<file path="src/rtl/branch_resolver.sv">
// branch_resolver: FIFO of in-flight predictions checked against execute results, with redirect, flush and statistics
module branch_resolver #(
  parameter int DEPTH = 4,
  parameter int ADDR_W = 32,
  parameter int FLUSH_CYCLES = 2
) (
  input  logic              clk,
  input  logic              rst,
  input  logic              predValid,
  input  logic              predTaken,
  input  logic [ADDR_W-1:0] predPC,
  input  logic [ADDR_W-1:0] predTarget,
  output logic              predReady,
  input  logic              resValid,
  input  logic              resTaken,
  input  logic [ADDR_W-1:0] resTarget,
  output logic              isBranch,
  output logic              branchTaken,
  output logic              redirectValid,
  output logic [ADDR_W-1:0] redirectPC,
  output logic              flush,
  output logic [15:0]       mispredictCount,
  output logic              protocolError
);
  localparam int PW = $clog2(DEPTH);
  localparam int CW = PW + 1;
  localparam int FW = $clog2(FLUSH_CYCLES + 1);
  typedef enum logic {S_IDLE, S_FLUSH} state_t;
  state_t            r_state;
  logic [FW-1:0]     r_fcnt;
  logic [PW-1:0]     r_wptr, r_rptr;
  logic [CW-1:0]     r_cnt;
  logic              r_taken  [DEPTH];
  logic [ADDR_W-1:0] r_pc     [DEPTH];
  logic [ADDR_W-1:0] r_target [DEPTH];
  logic              w_idle, w_enq, w_res, w_err, w_mis;
  logic [ADDR_W-1:0] w_cpc;
  assign w_idle    = r_state == S_IDLE;
  assign predReady = w_idle && !r_cnt[PW];
  assign w_enq     = predValid && predReady;
  assign w_res     = resValid && w_idle && r_cnt != '0;
  assign w_err     = resValid && w_idle && r_cnt == '0;
  assign w_mis     = w_res && (resTaken != r_taken[r_rptr] || (resTaken && resTarget != r_target[r_rptr]));
  assign w_cpc     = resTaken ? resTarget : r_pc[r_rptr] + ADDR_W'(4);
  assign flush     = r_state == S_FLUSH;
  always_ff @(posedge clk) begin
    if (w_enq) begin
      r_taken[r_wptr]  <= predTaken;
      r_pc[r_wptr]     <= predPC;
      r_target[r_wptr] <= predTarget;
    end
  end
  always_ff @(posedge clk or posedge rst) begin
    if (rst) begin
      r_state         <= S_IDLE;
      r_fcnt          <= '0;
      r_wptr          <= '0;
      r_rptr          <= '0;
      r_cnt           <= '0;
      isBranch        <= 1'b0;
      branchTaken     <= 1'b0;
      redirectValid   <= 1'b0;
      redirectPC      <= '0;
      mispredictCount <= '0;
      protocolError   <= 1'b0;
    end else begin
      isBranch        <= w_res;
      branchTaken     <= w_res && resTaken;
      redirectValid   <= w_mis;
      redirectPC      <= w_mis ? w_cpc : redirectPC;
      mispredictCount <= (w_mis && mispredictCount != 16'hFFFF) ? mispredictCount + 16'd1 : mispredictCount;
      protocolError   <= protocolError || w_err;
      if (w_mis) begin
        r_state <= S_FLUSH;
        r_fcnt  <= '0;
        r_wptr  <= '0;
        r_rptr  <= '0;
        r_cnt   <= '0;
      end else if (!w_idle) begin
        r_fcnt  <= r_fcnt + FW'(1);
        r_state <= (r_fcnt == FW'(FLUSH_CYCLES - 1)) ? S_IDLE : S_FLUSH;
      end else begin
        r_wptr <= r_wptr + PW'(w_enq);
        r_rptr <= r_rptr + PW'(w_res);
        r_cnt  <= r_cnt + CW'(w_enq) - CW'(w_res);
      end
    end
  end
endmodule

</file>
<file path="config.mk">
export PLATFORM = sky130hd
export DESIGN_NAME = branch_resolver
export DESIGN_NICKNAME = d
export VERILOG_FILES = /design/src/rtl/branch_resolver.sv
export SDC_FILE = /design/constraint.sdc
export NUM_CORES = 1
export LEC_CHECK = 0
export BUFFER_PORTS_ARGS = -buffer_cell sky130_fd_sc_hd__buf_2
export CORE_ASPECT_RATIO = 1.75
export CORE_MARGIN = 5
export CORE_UTILIZATION = 55
export DETAILED_ROUTE_END_ITERATION = 6
export GPL_ROUTABILITY_DRIVEN = 0
export PLACE_DENSITY = 0.76
export SLEW_MARGIN = 10
export SYNTH_ARGS = -nofsm -noshare
export SYNTH_HDL_FRONTEND = slang
export SYNTH_SLANG_ARGS = --single-unit
</file>
<file path="constraint.sdc">
create_clock -name clk -period 10.9 [get_ports clk]
set_input_delay 1.635 -clock clk [delete_from_list [all_inputs] [get_ports clk]]
set_output_delay 1.635 -clock clk [all_outputs]
set_load 0.1 [all_outputs]
</file>
==> results by group <==
Outcome
  – Status: completed

Layout
  – Fin cells: 1304
  – Area Growth Syn to Fin: 14.7%
  – Final #Nets: 1079
  – Util after Layout: 0.638
  – Finished Cell Area: 15600 sq um
  – Share of post-route cells with drive strength above 1: 0.319

Drt
  – Initial DRC Count: 624
  – Vias/cell: 5.89
  – Drt drc: 0
  – DR WL/cell: 23.1 microns
  – Routed Wire Length: 30200 microns
  – DRT antenna net count: 0
  – First drt pass iteration count: 5
  – Via Count: 7678

Clock network
  – Clock slew at reported path FFs: 0.07 ns
  – CTS tree: yes
  – CTS HTree Levels: 1
  – CTS max path bufs: 3
  – Total CTS buffers: 28
  – Post-CTS setup buffers: 0
  – Worst skew pair latency: 0.56 ns
  – Clock root buffer: clkbuf_16
  – # resized after CTS: 0
  – Clk sink count: 322
  – Hold bufs inserted after CTS: 0

Timing
  – Final Critical Period: 4.25 ns
  – Max transition margin: 0.311
  – Clk_skew: 0.0217 ns
  – Final Hold Violating Endpoints: 0
  – Fin Hold WS: 0.459 ns
  – Max-slew violation count: 0
  – Final period util: 0.390
  – Final setup viols: 0
  – Unrepaired setup endpoints after global routing: false
  – Final setup TNS: 0 ns
  – F_max: 235 MHz
  – Worst-margin pin slew: 1.03 ns
  – Setup ws final: 6.65 ns

Logic synthesis
  – Post-Syn Instances: 806
  – Synthesis-stage register bit count: 322
  – Main combinational cell family by area after synthesis: multiplexers
  – Post-synthesis compound-gate area fraction: 0.0323
  – Post-Synth Simple-Gate Area: 0.0688
  – Unique masters post-synth: 57
  – Synthesis Warnings: 0
  – Synth Area per Inst: 16.9 sq um
  – Mapped cell area: 13600 sq um
  – Net Count, Synth: 916
  – Multiplexer share of the synthesized area: 0.143
  – Adder-cell share of the synthesized area: 0.00789
  – Post-synthesis xor/xnor area fraction: 0.0430
  – Number of synthesized flops with an enable pin: 260
  – Primary FF master, synth: edfxtp_1
  – Register area share after synthesis: 0.686
  – Synth async-reset ratio: 0.193

Floorplan
  – IO Pins: 156
  – CORE AREA: 24500 sq um
  – Rows: 76
  – Initial Utilization: 0.556
  – Die width: 129 microns
  – Die ar.: 28200 sq um
  – Die height: 218 microns

Worst setup path
  – Crit path arrival time: 4.68 ns
  – Worst EP required: 11.33 ns
  – Largest stage delay on the critical path: 0.87 ns
  – Slowest cell on crit path: dfrtp_4
  – Worst setup path category: flip-flop to flip-flop
  – CP Buf/Inv Count: 3
  – CP dominant cell by count: buf_4
  – Critical Path Start Type: flip-flop
  – CP Max Fanout: 46
  – Critical path's top delay family: buffers and inverters
  – Crit path cell chain: buf_4 -> mux4_2 -> xor2_1 -> a21oi_1 -> nand4_1 -> nor4_4 -> buf_4 -> or2b_4 -> inv_4 -> mux2_4
  – Crit end category: flip-flop

Flow run
  – Max-Cap Viols: 0

Placed design
  – Dpl cell area: 14700 sq um
  – Dpl hpwl: 20300 microns
  – Place WS: 6.32 ns
  – IO buf count: 155
  – Placed cells: 1251

Min path
  – Hold Crit Class: flip-flop to flip-flop

Pwr
  – VDD IR max: 152 uV
  – Overall Power: 4.25 mW
  – Pwr dens: 271 nW/um^2
  – Pleak: 5.70 nW

GRT
  – All-Layer GR Usage: 0.215
  – Vias in the first global route: 7793
  – Remaining Overflow, GRT: 0
  – First-pass GRT wire length: 45500 microns
  – Largest net degree at the start of global routing: 66
  – Initial antenna violation count: 8
[power by group]
| group | internal, mW | switching, mW | total, mW | leakage (nW) |
|---|---|---|---|---|
| sequential | 1.52 | 0.159 | 1.68 | 3.12 |
| combinational | 0.486 | 1.06 | 1.54 | 2.12 |
| clock | 0.583 | 0.437 | 1.02 | 0.456 |
| total | 2.59 | 1.65 | 4.25 | 5.70 |
[area by class of cell]
cell class	count	area, sq um
Timing Repair Buffer	164	843
Fill cell	1758	8890
Inverter	14	55.1
Clock buffer	32	737
Multi-Input combinational cell	439	4040
Antenna cell	1	2.50
Sequential cell	322	9370
Tap cell	312	390
Clock inverter	20	214
[registers in the layout, indices dropped and copies added, names as in the netlist]
signal	count
redirectPC	32
r_rptr	2
r_cnt	3
isBranch	1
flush	1
mispredictCount	16
redirectValid	1
r_wptr	2
branchTaken	1
r_pc	128
r_target	128
r_taken	4
r_fcnt	2
protocolError	1
[final timing paths]
check | from | endpoint | slack (ns) | depth (start not counted)
max | r_rptr[0] | redirectPC[0] | 6.65 | 10
min | protocolError | protocolError | 0.46 | 1
max reg2reg | r_rptr[0] | redirectPC[0] | 6.65 | 10
min reg2reg | protocolError | protocolError | 0.46 | 1
max in group asynchronous | rst | r_rptr[0] | 8.97 | 3
min in group asynchronous | rst | mispredictCount[6] | 1.31 | 3
[cells in the final DEF (no fill, tap or decap), types with 3 or more instances in the layout]
master      instances
a22oi_1             4
clkinvlp_4          4
edfxtp_1          260
dfrtp_1            60
nor3_1             17
buf_2             155
a21oi_1             3
o21ai_0            37
mux2i_1            21
mux4_2             55
ha_1                7
o311a_1             3
mux2_2             15
nor2b_1             6
nand4_1            10
nand2_1            58
buf_4               9
nor4_1              8
and2_1              6
inv_1              12
and3_1              8
xnor2_1            21
clkbuf_1            3
clkinv_1            5
nor2_1             25
bufinv_16           4
xor2_1             46
o22ai_1             3
nand2b_1            5
a2bb2oi_1           3
clkinv_2            5
nand3_1            21
clkbuf_16          29
mux2_4             22
[cells by family (layout without fill, tap and decap cells)]
logic type / count (synthesis) / after routing
multiplexers: 113 / 113
buffers and inverters: 45 / 230
other: 0 / 1
AND/OR/NAND/NOR: 182 / 182
AO/OA/AOI/OAI: 69 / 69
flip-flops: 322 / 322
XOR/XNOR: 67 / 67
adder cells (fa/ha/maj): 8 / 8
[cells in the mapped netlist, types with 4 or more instances]
library cell / number / area share
a22oi_1: 4 / 0.0022
and2_1: 6 / 0.0028
and3_1: 9 / 0.0041
buf_2: 8 / 0.0029
buf_4: 6 / 0.0033
buf_6: 7 / 0.0058
clkbuf_1: 9 / 0.0025
dfrtp_1: 62 / 0.11
edfxtp_1: 260 / 0.57
ha_1: 7 / 0.0064
inv_1: 13 / 0.0036
mux2_2: 15 / 0.012
mux2_4: 22 / 0.024
mux2i_1: 21 / 0.015
mux4_2: 55 / 0.091
nand2_1: 58 / 0.016
nand2b_1: 5 / 0.0023
nand3_1: 21 / 0.0077
nand4_1: 10 / 0.0046
nor2_1: 25 / 0.0069
nor2b_1: 6 / 0.0028
nor3_1: 18 / 0.0066
nor4_1: 8 / 0.0037
o21ai_0: 37 / 0.014
xnor2_1: 21 / 0.013
xor2_1: 46 / 0.030
[worst reg2reg max path, stage by stage (launching register included)]
cell	delay [ns]
dfrtp_4	0.87
buf_4	0.67
mux4_2	0.66
xor2_1	0.15
a21oi_1	0.27
nand4_1	0.23
nor4_4	0.18
buf_4	0.30
or2b_4	0.22
inv_4	0.21
mux2_4	0.38
[metal layers]
| metal | vias up | GRT usage | wire length (microns) |
|---|---|---|---|
| met1 | 3881 | 0.274 | 11400 |
| met5 | - | 0 | 71 |
| met4 | 10 | 0.0613 | 788 |
| met2 | 279 | 0.378 | 16100 |
| met3 | 63 | 0.0369 | 1890 |
| li1 | 3445 | - | - |
Power figures use the tool's default switching activity.
